### config.mk
export PLATFORM = sky130hd
export DESIGN_NAME = mp_ctrl
export DESIGN_NICKNAME = d
export VERILOG_FILES = /design/src/rtl/mp_pkg.sv /design/src/rtl/mp_wdt.sv /design/src/rtl/mp_ctrl.sv
export SDC_FILE = /design/constraint.sdc
export NUM_CORES = 1
export LEC_CHECK = 0
export BUFFER_PORTS_ARGS = -buffer_cell sky130_fd_sc_hd__buf_2
export CAP_MARGIN = 15
export CORE_AREA = 2 2 130 132
export CTS_CLUSTER_SIZE = 28
export DETAILED_ROUTE_END_ITERATION = 10
export DIE_AREA = 0 0 132 134
export MAX_ROUTING_LAYER = met4
export PLACE_DENSITY = 0.76
export SLEW_MARGIN = 20
export SYNTH_ARGS = -nofsm -noshare
export SYNTH_HDL_FRONTEND = slang
export SYNTH_SLANG_ARGS = --single-unit
### constraint.sdc
create_clock -name clk -period 5.87 [get_ports clk]
set_clock_uncertainty 0.2 [all_clocks]
set_input_delay 0.8805 -clock clk [delete_from_list [all_inputs] [get_ports clk]]
set_output_delay 0.8805 -clock clk [all_outputs]
set_load 0.02 [all_outputs]
### src/rtl/mp_pkg.sv
// Shared encodings for the multiplier sequencer, its write-data mux and the register file.
package mp_pkg;

  typedef enum logic [3:0] {
    ST_INIT     = 4'h0,
    ST_OP_READ  = 4'h1,
    ST_OP_WAIT1 = 4'h2,
    ST_RA_READ  = 4'h3,
    ST_RB_READ  = 4'h4,
    ST_OP_WAIT2 = 4'h5,
    ST_OP_CAL   = 4'h6,
    ST_SELECT   = 4'h7,
    ST_RESULT   = 4'h8
  } state_e;

  localparam logic [3:0] REG_DATA   = 4'h0;
  localparam logic [3:0] REG_INST   = 4'h1;
  localparam logic [3:0] REG_CONT   = 4'h2;
  localparam logic [3:0] REG_RESULT = 4'h3;

  localparam logic [3:0] OP_NOP = 4'h0;
  localparam logic [3:0] OP_MUL = 4'h1;

  localparam logic [7:0] STATUS_ADDR = 8'h20;

  typedef struct packed {
    logic [3:0] op;
    logic [3:0] rd;
    logic [3:0] ra;
    logic [3:0] rb;
  } inst_t;

  function automatic logic [7:0] reg_addr(input logic [3:0] region, input logic [3:0] idx);
    return {region, idx};
  endfunction

endpackage

### src/rtl/mp_wdt.sv
// Multiplier watchdog: counts busy cycles and flags expiry on the LIMIT-th one.
module mp_wdt #(
  parameter int unsigned LIMIT = 64
) (
  input  logic clk,
  input  logic reset,
  input  logic clear_i,
  input  logic enable_i,
  output logic expire_o
);

  localparam int unsigned CNT_W = $clog2(LIMIT) + 1;

  logic [CNT_W-1:0] cnt_q, cnt_d;

  always_comb begin
    cnt_d = cnt_q;
    if (clear_i)       cnt_d = '0;
    else if (enable_i) cnt_d = cnt_q + CNT_W'(1);
  end

  always_ff @(posedge clk or posedge reset) begin
    if (reset) cnt_q <= '0;
    else       cnt_q <= cnt_d;
  end

  assign expire_o = enable_i && (cnt_q == CNT_W'(LIMIT - 1));

endmodule

### src/rtl/mp_ctrl.sv
// Sequencing FSM for the multiplier: fetches instructions, reads operands, writes products.
// Define MP_TIMEOUT_EN to add the mp_wdt watchdog that aborts a stalled multiply.
module mp_ctrl
  import mp_pkg::*;
#(
  parameter int unsigned INST_DEPTH  = 16,
  parameter int unsigned PC_W        = 4,
  parameter int unsigned TIMEOUT_CYC = 64
) (
  input  logic            clk,
  input  logic            reset,
  input  logic            s_sel,
  input  logic            s_wr,
  input  logic [15:0]     s_addr,
  input  logic [31:0]     s_din,
  input  logic [63:0]     r_data,
  input  logic            mul_done,
  input  logic [63:0]     mul_result,
  output logic [3:0]      cur_state,
  output logic            r_en,
  output logic [7:0]      r_addr,
  output logic            w_en,
  output logic [7:0]      w_addr,
  output logic            mul_start,
  output logic [31:0]     mul_op_a,
  output logic [31:0]     mul_op_b,
  output logic [63:0]     to_Rd,
  output logic [PC_W-1:0] pc,
  output logic            interrupt,
  output logic            err
);

  localparam logic [PC_W-1:0] PC_LAST = PC_W'(INST_DEPTH - 1);

  state_e          state_q, state_d;
  logic [PC_W-1:0] pc_q, pc_d;
  inst_t           inst_q, inst_d;
  logic [31:0]     op_a_q, op_a_d;
  logic [31:0]     op_b_q, op_b_d;
  logic [63:0]     to_rd_q, to_rd_d;
  logic            mul_start_q, mul_start_d;
  logic            irq_q, irq_d;
  logic            err_q, err_d;

  logic            host_wr;
  logic            start_cmd;
  logic            done_ok;
  logic            wdt_expire;
  inst_t           fetched;
  logic            unused_bits;

  assign host_wr   = s_sel & s_wr;
  assign start_cmd = host_wr && (s_addr[7:4] == REG_CONT) && s_din[0];
  // A done pulse coinciding with our own start pulse belongs to a previous operation.
  assign done_ok   = mul_done & ~mul_start_q;
  assign fetched   = inst_t'(r_data[15:0]);

  assign unused_bits = ^{s_addr[15:8], s_din[31:1], r_data[63:32]};

`ifdef MP_TIMEOUT_EN
  logic wdt_clear;
  logic wdt_enable;

  assign wdt_clear  = (state_q == ST_OP_WAIT2);
  assign wdt_enable = (state_q == ST_OP_CAL);

  mp_wdt #(
    .LIMIT (TIMEOUT_CYC)
  ) u_wdt (
    .clk      (clk),
    .reset    (reset),
    .clear_i  (wdt_clear),
    .enable_i (wdt_enable),
    .expire_o (wdt_expire)
  );
`else
  localparam int unsigned unused_timeout = TIMEOUT_CYC;
  assign wdt_expire = 1'b0;
`endif

  // NOTE: every combinational output and next-state value gets a default first, so no path can infer a latch.
  always_comb begin
    state_d     = state_q;
    pc_d        = pc_q;
    inst_d      = inst_q;
    op_a_d      = op_a_q;
    op_b_d      = op_b_q;
    to_rd_d     = to_rd_q;
    mul_start_d = 1'b0;
    irq_d       = irq_q;
    err_d       = err_q;
    r_en        = 1'b0;
    r_addr      = 8'h00;
    w_en        = 1'b0;
    w_addr      = 8'h00;

    case (state_q)
      ST_INIT: begin
        w_en   = host_wr;
        w_addr = s_addr[7:0];
        if (start_cmd) begin
          pc_d    = '0;
          irq_d   = 1'b0;
          err_d   = 1'b0;
          state_d = ST_OP_READ;
        end
      end
      ST_OP_READ: begin
        r_en    = 1'b1;
        r_addr  = reg_addr(REG_INST, 4'(pc_q));
        state_d = ST_OP_WAIT1;
      end
      ST_OP_WAIT1: begin
        inst_d = fetched;
        if (fetched.op == OP_NOP) begin
          state_d = ST_RESULT;
        end else if (fetched.op == OP_MUL) begin
          state_d = ST_RA_READ;
        end else begin
          to_rd_d = '0;
          state_d = ST_SELECT;
        end
      end
      ST_RA_READ: begin
        r_en    = 1'b1;
        r_addr  = reg_addr(REG_DATA, inst_q.ra);
        state_d = ST_RB_READ;
      end
      ST_RB_READ: begin
        op_a_d  = r_data[31:0];
        r_en    = 1'b1;
        r_addr  = reg_addr(REG_DATA, inst_q.rb);
        state_d = ST_OP_WAIT2;
      end
      ST_OP_WAIT2: begin
        op_b_d      = r_data[31:0];
        mul_start_d = 1'b1;
        state_d     = ST_OP_CAL;
      end
      ST_OP_CAL: begin
        if (done_ok) begin
          to_rd_d = mul_result;
          state_d = ST_SELECT;
        end else if (wdt_expire) begin
          err_d   = 1'b1;
          to_rd_d = '1;
          state_d = ST_RESULT;
        end
      end
      ST_SELECT: begin
        w_en   = 1'b1;
        w_addr = reg_addr(REG_RESULT, inst_q.rd);
        if (pc_q == PC_LAST) begin
          state_d = ST_RESULT;
        end else begin
          pc_d    = pc_q + PC_W'(1);
          state_d = ST_OP_READ;
        end
      end
      ST_RESULT: begin
        w_en    = 1'b1;
        w_addr  = STATUS_ADDR;
        irq_d   = 1'b1;
        state_d = ST_INIT;
      end
      default: state_d = ST_INIT;
    endcase
  end

  // NOTE: state registers use non-blocking assignments so all flops update from the same pre-edge values.
  always_ff @(posedge clk or posedge reset) begin
    if (reset) begin
      state_q     <= ST_INIT;
      pc_q        <= '0;
      inst_q      <= '0;
      op_a_q      <= '0;
      op_b_q      <= '0;
      to_rd_q     <= '0;
      mul_start_q <= 1'b0;
      irq_q       <= 1'b0;
      err_q       <= 1'b0;
    end else begin
      state_q     <= state_d;
      pc_q        <= pc_d;
      inst_q      <= inst_d;
      op_a_q      <= op_a_d;
      op_b_q      <= op_b_d;
      to_rd_q     <= to_rd_d;
      mul_start_q <= mul_start_d;
      irq_q       <= irq_d;
      err_q       <= err_d;
    end
  end

  assign cur_state = state_q;
  assign pc        = pc_q;
  assign mul_start = mul_start_q;
  assign mul_op_a  = op_a_q;
  assign mul_op_b  = op_b_q;
  assign to_Rd     = to_rd_q;
  assign interrupt = irq_q;
  assign err       = err_q;

endmodule

==> Word level (Yosys, flattened, before mapping) <==
Cells that the tools add are included.
{ "totals": {"romBits": 0, "regBits": 150, "latch_bits": 0, "inputBits": 181, "memories": 0, "out_inout_bits": 157, "ram_bits": 0} }
{ "classes": {"div_mod_pow": 0, "eq_ne": 16, "bitwise_logic": 3, "reduce_logical": 13, "multipliers": 0, "magnitude_cmp": 0, "muxes": 20, "addsub": 1, "shift": 0} }
{ "op_table": {"columns": ["operator", "count"], "rows": [
  ["two-way mux 64 bit", 3],
  ["case mux 64 bit (2 select lines)", 1],
  ["case mux 4 bit (8 select lines)", 1],
  ["two-way mux 4 bit", 6],
  ["case mux 8 bit (3 select lines)", 1],
  ["equality test 4 x 3 -> 1 bit, second input constant", 4],
  ["case mux 5 bit (3 select lines)", 1],
  ["equality test 4 x 2 -> 1 bit, second input constant", 3],
  ["inequality test 2 bit, second input constant", 5],
  ["equality test 4 x 1 -> 1 bit, second input constant", 2],
  ["equality test 4 bit, second input constant", 2],
  ["zero test 4 bit", 2],
  ["case mux 4 bit (2 select lines)", 1],
  ["nonzero test 2 bit", 3],
  ["adder 4 x 1 -> 4 bit, second input constant", 1],
  ["case mux 1 bit (2 select lines)", 2],
  ["AND reduction 2 bit", 2],
  ["AND reduction 4 bit", 1],
  ["two-way mux 1 bit", 3],
  ["two-way mux 3 bit", 1],
  ["AND reduction 3 bit", 1],
  ["OR reduction 3 bit", 1],
  ["AND 1 bit", 2],
  ["logical AND 1 bit", 2],
  ["2 further kinds", 2]
]} }

==> Longest topological paths before layout <==
Gate-level depths: netlist (run 1).
{ "depth": {"ltp_word": 5, "ltp_mapped": 6, "ltp_nobuf": 5} }

==> Worst setup path before layout (run 1) <==
Ideal clock, no wire load.
{ "synth_path": {"path_kind": "register to output", "from": "register state_q[0] (netlist: cur_state[0])", "to": "output port r_addr[0]", "stages_incl_launch_ff": 6, "t_arrival_ns": 1.881, "required_ns": 4.790, "path_slack_ns": 2.908, "cell_sequence": "dfrtp_1 buf_2 nand2b_1 nor3_1 a22oi_1 nand2_1"} }
{ "synth_between": {"elab_chain_cells": 2} }
{ "synth_lines": {"columns": ["element", "line", "rtl"], "rows": [
  ["start, declared", "mp_ctrl.sv:35", "state_e state_q, state_d;"],
  ["start signal, assigned", "mp_ctrl.sv:183", "state_q <= state_d;"],
  ["equality test 4 x 3 -> 1 bit (tied with other cells)", "mp_ctrl.sv:97", "case (state_q)"],
  ["case mux 5 bit (3 select lines) (*)", "mp_ctrl.sv:97", null],
  ["end, declared", "mp_ctrl.sv:21", "output logic [7:0] r_addr,"]
]} }
Mark *: on every way between the ends. The rest lies on a longest branch, timed or not.

==> Final worst setup path (run 1) <==
{ "layout_path": {"from": "register state_q[1] (netlist: cur_state[1])", "to": "output port r_addr[2]"} }
Same word-level chain as after synthesis.

==> results.sh, run 1 <==
export IMPL_rr_endpoint="mul_op_a[19]"
export IMPL_cpPeakStageDelay_ns=0.57
export IMPL_status="completed"
export IMPL_ios=338
export IMPL_num_antenna_cells=0
export IMPL_setup_tns_ns=0
export IMPL_yosysTopAreaCell="dfrtp_1"
export IMPL_synth_edf_count=0
export IMPL_worstPathRequired_ns=4.79
export IMPL_ys_ff_latch=150
export IMPL_synth_top_area_share_pct=63.6
export IMPL_cap_violations=0
export IMPL_gr_usage_all_layers_pct=17.4
export IMPL_yosys_cell_types_count=44
export IMPL_synthToLayoutAreaGrowth_pct=35.8
export IMPL_crit_arrival_ns=2.31
export IMPL_die_area_sq_mm=0.0177
export IMPL_ys_top_cells_by_count="dfrtp_1, mux2_2, a22o_1"
export IMPL_fmax_mhz=295
export IMPL_crit_reg2reg_launch="cur_state[2]"
export IMPL_cts_buffers=17
export IMPL_dp_cells=861
export IMPL_rr_worst_depth=5
export IMPL_drc=0
export IMPL_cts_sinks=150
export IMPL_synth_area_leaders="dfrtp_1, mux2_2, a22o_1"
export IMPL_synth_area_sq_mm=0.00590
export IMPL_cp_max_fo=12
export IMPL_clk_pin_slew_worst_paths_ns=0.06
export IMPL_pre_cts_ws_ns=2.58
export IMPL_rsz0062_at_grt="no"
export IMPL_root_buffer="clkbuf_16"
export IMPL_instances_no_fill=895
export IMPL_grt_pass1_wl_mm=23.4
export IMPL_place_hpwl_mm=10.2
export IMPL_min_from="mul_op_a[0]"
export IMPL_cp_startpoint="cur_state[1]"
export IMPL_insertion_delay_ns=0.41
export IMPL_grt_pass1_vias=4396
export IMPL_ys_warn_count=0
export IMPL_ctsHtreeMaxLevel=4
export IMPL_crit_path_start_kind="flop"
export IMPL_cts_tree="done"
export IMPL_cpMaxStageDelayCell="dfrtp_1"
export IMPL_cp_end_kind="output port"
export IMPL_busiest_layer="met2"
export IMPL_fill_cells=1502
export IMPL_fin_crit_ns=3.39
export IMPL_hold_viol=0
export IMPL_vias=4382
export IMPL_finalSetupViolCount=0
export IMPL_cts_setup_buffers=0
export IMPL_worst_slew_pin_slew_ns=0.909
export IMPL_antenna_found_initial=0
export IMPL_final_nets=844
export IMPL_dpl_instance_area_sq_mm=0.00738
export IMPL_min_path_type="reg -> reg"
export IMPL_drt_initial_drc_count=208
export IMPL_wirelength_mm=14.8
export IMPL_finalCritPeriodShare_pct=57.8
export IMPL_cts_resized=0
export IMPL_powerDensity_mw_per_mm2=620
export IMPL_yosysSeqAreaShare_pct=63.6
export IMPL_critPathKind="reg -> out"
export IMPL_relSlewSlack_pct=39.4
export IMPL_syn_inst=401
export IMPL_grt_max_degree=104
export IMPL_dieHeight_um=134
export IMPL_r2r_slack_ns=3.20
export IMPL_firstDrtPassIters=6
export IMPL_portBuffers=262
export IMPL_floorplan_initialDensity_pct=36.2
export IMPL_core_area_sq_mm=0.0163
export IMPL_layout_drive_gt1_share_pct=56.9
export IMPL_async_flop_share_pct=100
export IMPL_viasPerCell=4.90
export IMPL_timing_final_ws_setup_ns=2.48
export IMPL_syn_avg_cell_area_sq_um=14.7
export IMPL_num_rows=47
export IMPL_endpoint="r_addr[2]"
export IMPL_met2_usage_pct=27.9
export IMPL_grt_ovfl_total=0
export IMPL_cp_cell_sequence="nand2b_1, nor3_1, a22oi_1, nand2_1, buf_2"
export IMPL_cts_hold_buffers_added=0
export IMPL_dieWidth_um=132
export IMPL_drt_wirelength_per_cell_um=16.5
export IMPL_place_congestion=0.772
export IMPL_ir_drop_mv=0.236
export IMPL_p_leak_nw=4.03
export IMPL_met3_usage_pct=4.27
export IMPL_grtUsageMet1_pct=21.7
export IMPL_final_max_slew_viol_count=0
export IMPL_final_cell_area_sq_mm=0.00801
export IMPL_yosys_cell_count_top_type="dfrtp_1"
export IMPL_antenna_left=0
export IMPL_synth_main_ff_cell="dfrtp_1"
export IMPL_cts_buffer_depth=2
==> placed cells by master (no fill, tap or decap), drive strengths merged <==
cell / count
a21oi: 6
inv: 7
nor2: 8
clkbuf: 18
mux2: 77
or4: 3
o21bai: 1
o31ai: 2
nor3: 5
or2: 1
or3: 1
and4b: 1
a22o: 68
conb: 4
clkinv: 4
mux2i: 2
o21ai: 6
a311oi: 1
buf: 268
nand3: 4
and2: 2
or4b: 1
ha: 1
o22ai: 1
clkinvlp: 4
nand2b: 4
nand2: 13
xor2: 1
a22oi: 4
o21a: 3
bufinv: 2
nor4: 2
dfrtp: 150
==> area by class of cell <==
class	instances	area [sq um]	share of cell area, %
Clock buffer	18	439	5.48
Clock inverter	14	149	1.86
Inverter	3	16.3	0.203
Multi-Input combinational cell	222	2000	24.9
Sequential cell	150	3750	46.8
Tap cell	220	275	3.43
Timing Repair Buffer	268	1380	17.3
==> worst max-delay path, delay by kind of cell, from the launching register on <==
family / cells / cell delay (ns)
compound gates: 1 / 0.18
buf+inv: 1 / 0.17
flops: 1 / 0.57
simple gates: 3 / 0.99
==> kinds of logic (layout without fill, tap and decap cells) <==
| kind of cell | Yosys count | after routing | share of synthesized area [%] |
|---|---|---|---|
| other | 1 | 4 | 0.0635 |
| AND/OR/NAND/NOR | 45 | 45 | 4.96 |
| flip-flops | 150 | 150 | 63.6 |
| buffers and inverters | 32 | 303 | 2.95 |
| XOR/XNOR | 1 | 1 | 0.148 |
| AO/OA/AOI/OAI | 92 | 92 | 12.8 |
| adder cells (fa/ha/maj) | 1 | 1 | 0.212 |
| multiplexers | 79 | 79 | 15.3 |
==> layer usage <==
layer	vias up	part of all wire, %
met1	2197	42
met5	-	0
li1	2007	-
met2	154	51
met4	0	1.9
met3	24	4.6
==> worst min path at each step <==
stage	to	slack (ns)	depth (start not counted)
2_1_floorplan	inst_q[0]	0.28	1
3_3_place_gp	mul_op_a[4]	0.26	1
6_report	mul_op_a[0]	0.28	1
5_1_grt	mul_op_a[4]	0.30	1
4_1_cts	mul_op_b[14]	0.29	1
3_5_place_dp	mul_op_b[14]	0.27	1
==> flip-flops by register name (all words and copies together), names as in the netlist <==
signal	cells
mul_start	1
inst_q	12
to_Rd	64
mul_op_a	32
interrupt	1
pc	4
mul_op_b	32
cur_state	4
==> through the flow <==
step                util (%)  hold WS [ns]  total power [mW]
global route            49.2         0.300              5.26
detailed placement      45.3         0.271              3.91
floorplan                  -         0.281              3.21
CTS                     48.9         0.285              5.01
finish                  49.2         0.279              4.97
global placement        45.3         0.262              3.85
==> power by group <==
| group | leakage, nW | switching [mW] | internal (mW) | total, mW |
|---|---|---|---|---|
| sequential | 1.86 | 0.273 | 1.49 | 1.76 |
| combinational | 1.89 | 1.22 | 0.908 | 2.13 |
| clock | 0.280 | 0.436 | 0.641 | 1.08 |
Note: power is estimated with default switching activity, not from simulation.
==> run 2, diff against run 1 <==
clock period = 3.5 ns   (was 5.87 ns; I/O delays follow)
==> results.sh, run 2 (synthesis gave the netlist of run 1 again) <==
export IMPL_met2_usage_pct=28.0
export IMPL_grt_ovfl_total=0
export IMPL_status="completed"
export IMPL_layout_commonest_cell="buf_2"
export IMPL_cts_buffer_depth=2
export IMPL_drc=0
export IMPL_cts_buffers=17
export IMPL_final_nets=848
export IMPL_cp_max_fo=12
export IMPL_dieHeight_um=134
export IMPL_cp_end_kind="output port"
export IMPL_hold_ws_ns=0.0646
export IMPL_gr_usage_all_layers_pct=17.2
export IMPL_crit_path_start_kind="flop"
export IMPL_wirelength_mm=14.6
export IMPL_busiest_layer="met2"
export IMPL_drt_wirelength_per_cell_um=16.2
export IMPL_dieWidth_um=132
export IMPL_place_congestion=0.746
export IMPL_ios=338
export IMPL_finalSetupViolCount=0
export IMPL_powerDensity_mw_per_mm2=1030
export IMPL_ctsHtreeMaxLevel=4
export IMPL_setup_tns_ns=0
export IMPL_min_path_type="in -> async"
export IMPL_num_antenna_cells=0
export IMPL_grt_pass1_wl_mm=23.4
export IMPL_viasPerCell=4.80
export IMPL_grt_pass1_vias=4442
export IMPL_worst_slew_pin_slew_ns=0.806
export IMPL_fin_crit_ns=2.95
export IMPL_antenna_left=0
export IMPL_cts_tree="done"
export IMPL_layout_common_cells="buf_2, dfrtp_1, mux2_2"
export IMPL_relSlewSlack_pct=46.2
export IMPL_drt_initial_drc_count=146
export IMPL_largest_reg_flops=64
export IMPL_clk_pin_slew_worst_paths_ns=0.06
export IMPL_met3_usage_pct=4.16
export IMPL_cts_setup_buffers=0
export IMPL_num_rows=47
export IMPL_rsz0062_at_grt="no"
export IMPL_firstDrtPassIters=4
export IMPL_grt_max_degree=65
export IMPL_antenna_found_initial=0
export IMPL_final_cell_area_sq_mm=0.00804
export IMPL_p_leak_nw=4.05
export IMPL_floorplan_initialDensity_pct=36.2
export IMPL_grtUsageMet1_pct=21.3
export IMPL_core_area_sq_mm=0.0163
export IMPL_vias=4314
export IMPL_cts_hold_buffers_added=0
export IMPL_crit_arrival_ns=2.23
export IMPL_hold_viol=0
export IMPL_root_buffer="clkbuf_16"
export IMPL_dpl_instance_area_sq_mm=0.00745
export IMPL_critPathKind="reg -> out"
export IMPL_finalCritPeriodShare_pct=84.3
export IMPL_ir_drop_mv=0.580
export IMPL_worstPathRequired_ns=2.77
export IMPL_final_max_slew_viol_count=0
export IMPL_synthToLayoutAreaGrowth_pct=36.1
export IMPL_place_hpwl_mm=10.4
export IMPL_cts_resized=0
export IMPL_portBuffers=262
export IMPL_die_area_sq_mm=0.0177
export IMPL_fill_cells=1457
export IMPL_insertion_delay_ns=0.41
export IMPL_cts_sinks=150
export IMPL_cap_violations=0
export IMPL_fmax_mhz=339
export IMPL_layout_drive_gt1_share_pct=57.1
## run 2: worst paths after layout
| kind | start | to | slack, ns | cells past startpoint |
|---|---|---|---|---|
| setup / recovery | cur_state[1] | r_addr[3] | 0.55 | 5 |
| min in group clk | mul_result[14] | to_Rd[14] | 0.13 | 2 |
| hold reg to reg | mul_op_a[4] | mul_op_a[4] | 0.28 | 1 |
| setup reg to reg | cur_state[1] | mul_op_a[24] | 1.10 | 3 |
| hold / removal | reset | to_Rd[19] | 0.06 | 2 |
| max in group asynchronous | reset | inst_q[1] | 2.25 | 3 |
## run 2: worst max-delay path: stages (launching register included)
cell and delay [ns]:
dfrtp_1 0.56, nand2b_1 0.30, nor3_1 0.53, a22oi_1 0.16, nand2_1 0.11, buf_2 0.17
## run 2: cell type report
cell class / count / area [sq um] / area share, %
clock buffer: 18 / 439 / 5.47
clock inverter: 14 / 150 / 1.87
inverter: 3 / 15.0 / 0.187
multi-input combinational: 222 / 1990 / 24.8
sequential: 150 / 3750 / 46.7
tap: 220 / 275 / 3.43
timing repair buffer: 272 / 1410 / 17.6
## run 2: layer usage
| metal | vias to the layer above | part of all wire [%] |
|---|---|---|
| li1 | 2008 | - |
| met4 | 0 | 1.7 |
| met5 | - | 0 |
| met2 | 157 | 51 |
| met1 | 2129 | 43 |
| met3 | 20 | 4.7 |
## run 2: through the flow
stage / setup WS, ns / utilization (%) / std cells / power [mW]
after detailed placement: 0.916 / 45.7 / 867 / 6.55
after floorplan: 0.886 / - / 404 / 5.38
final: 0.550 / 49.3 / 899 / 8.29
after global placement: 0.918 / 45.7 / 867 / 6.47
after CTS: 0.458 / 49.3 / 899 / 8.40
after global routing: 0.272 / 49.3 / 899 / 8.79
## run 2: power breakdown
part / leakage [nW] / switching (mW) / internal [mW]
registers: 1.86 / 0.420 / 2.50
clock network: 0.283 / 0.735 / 1.07
logic: 1.91 / 2.07 / 1.50
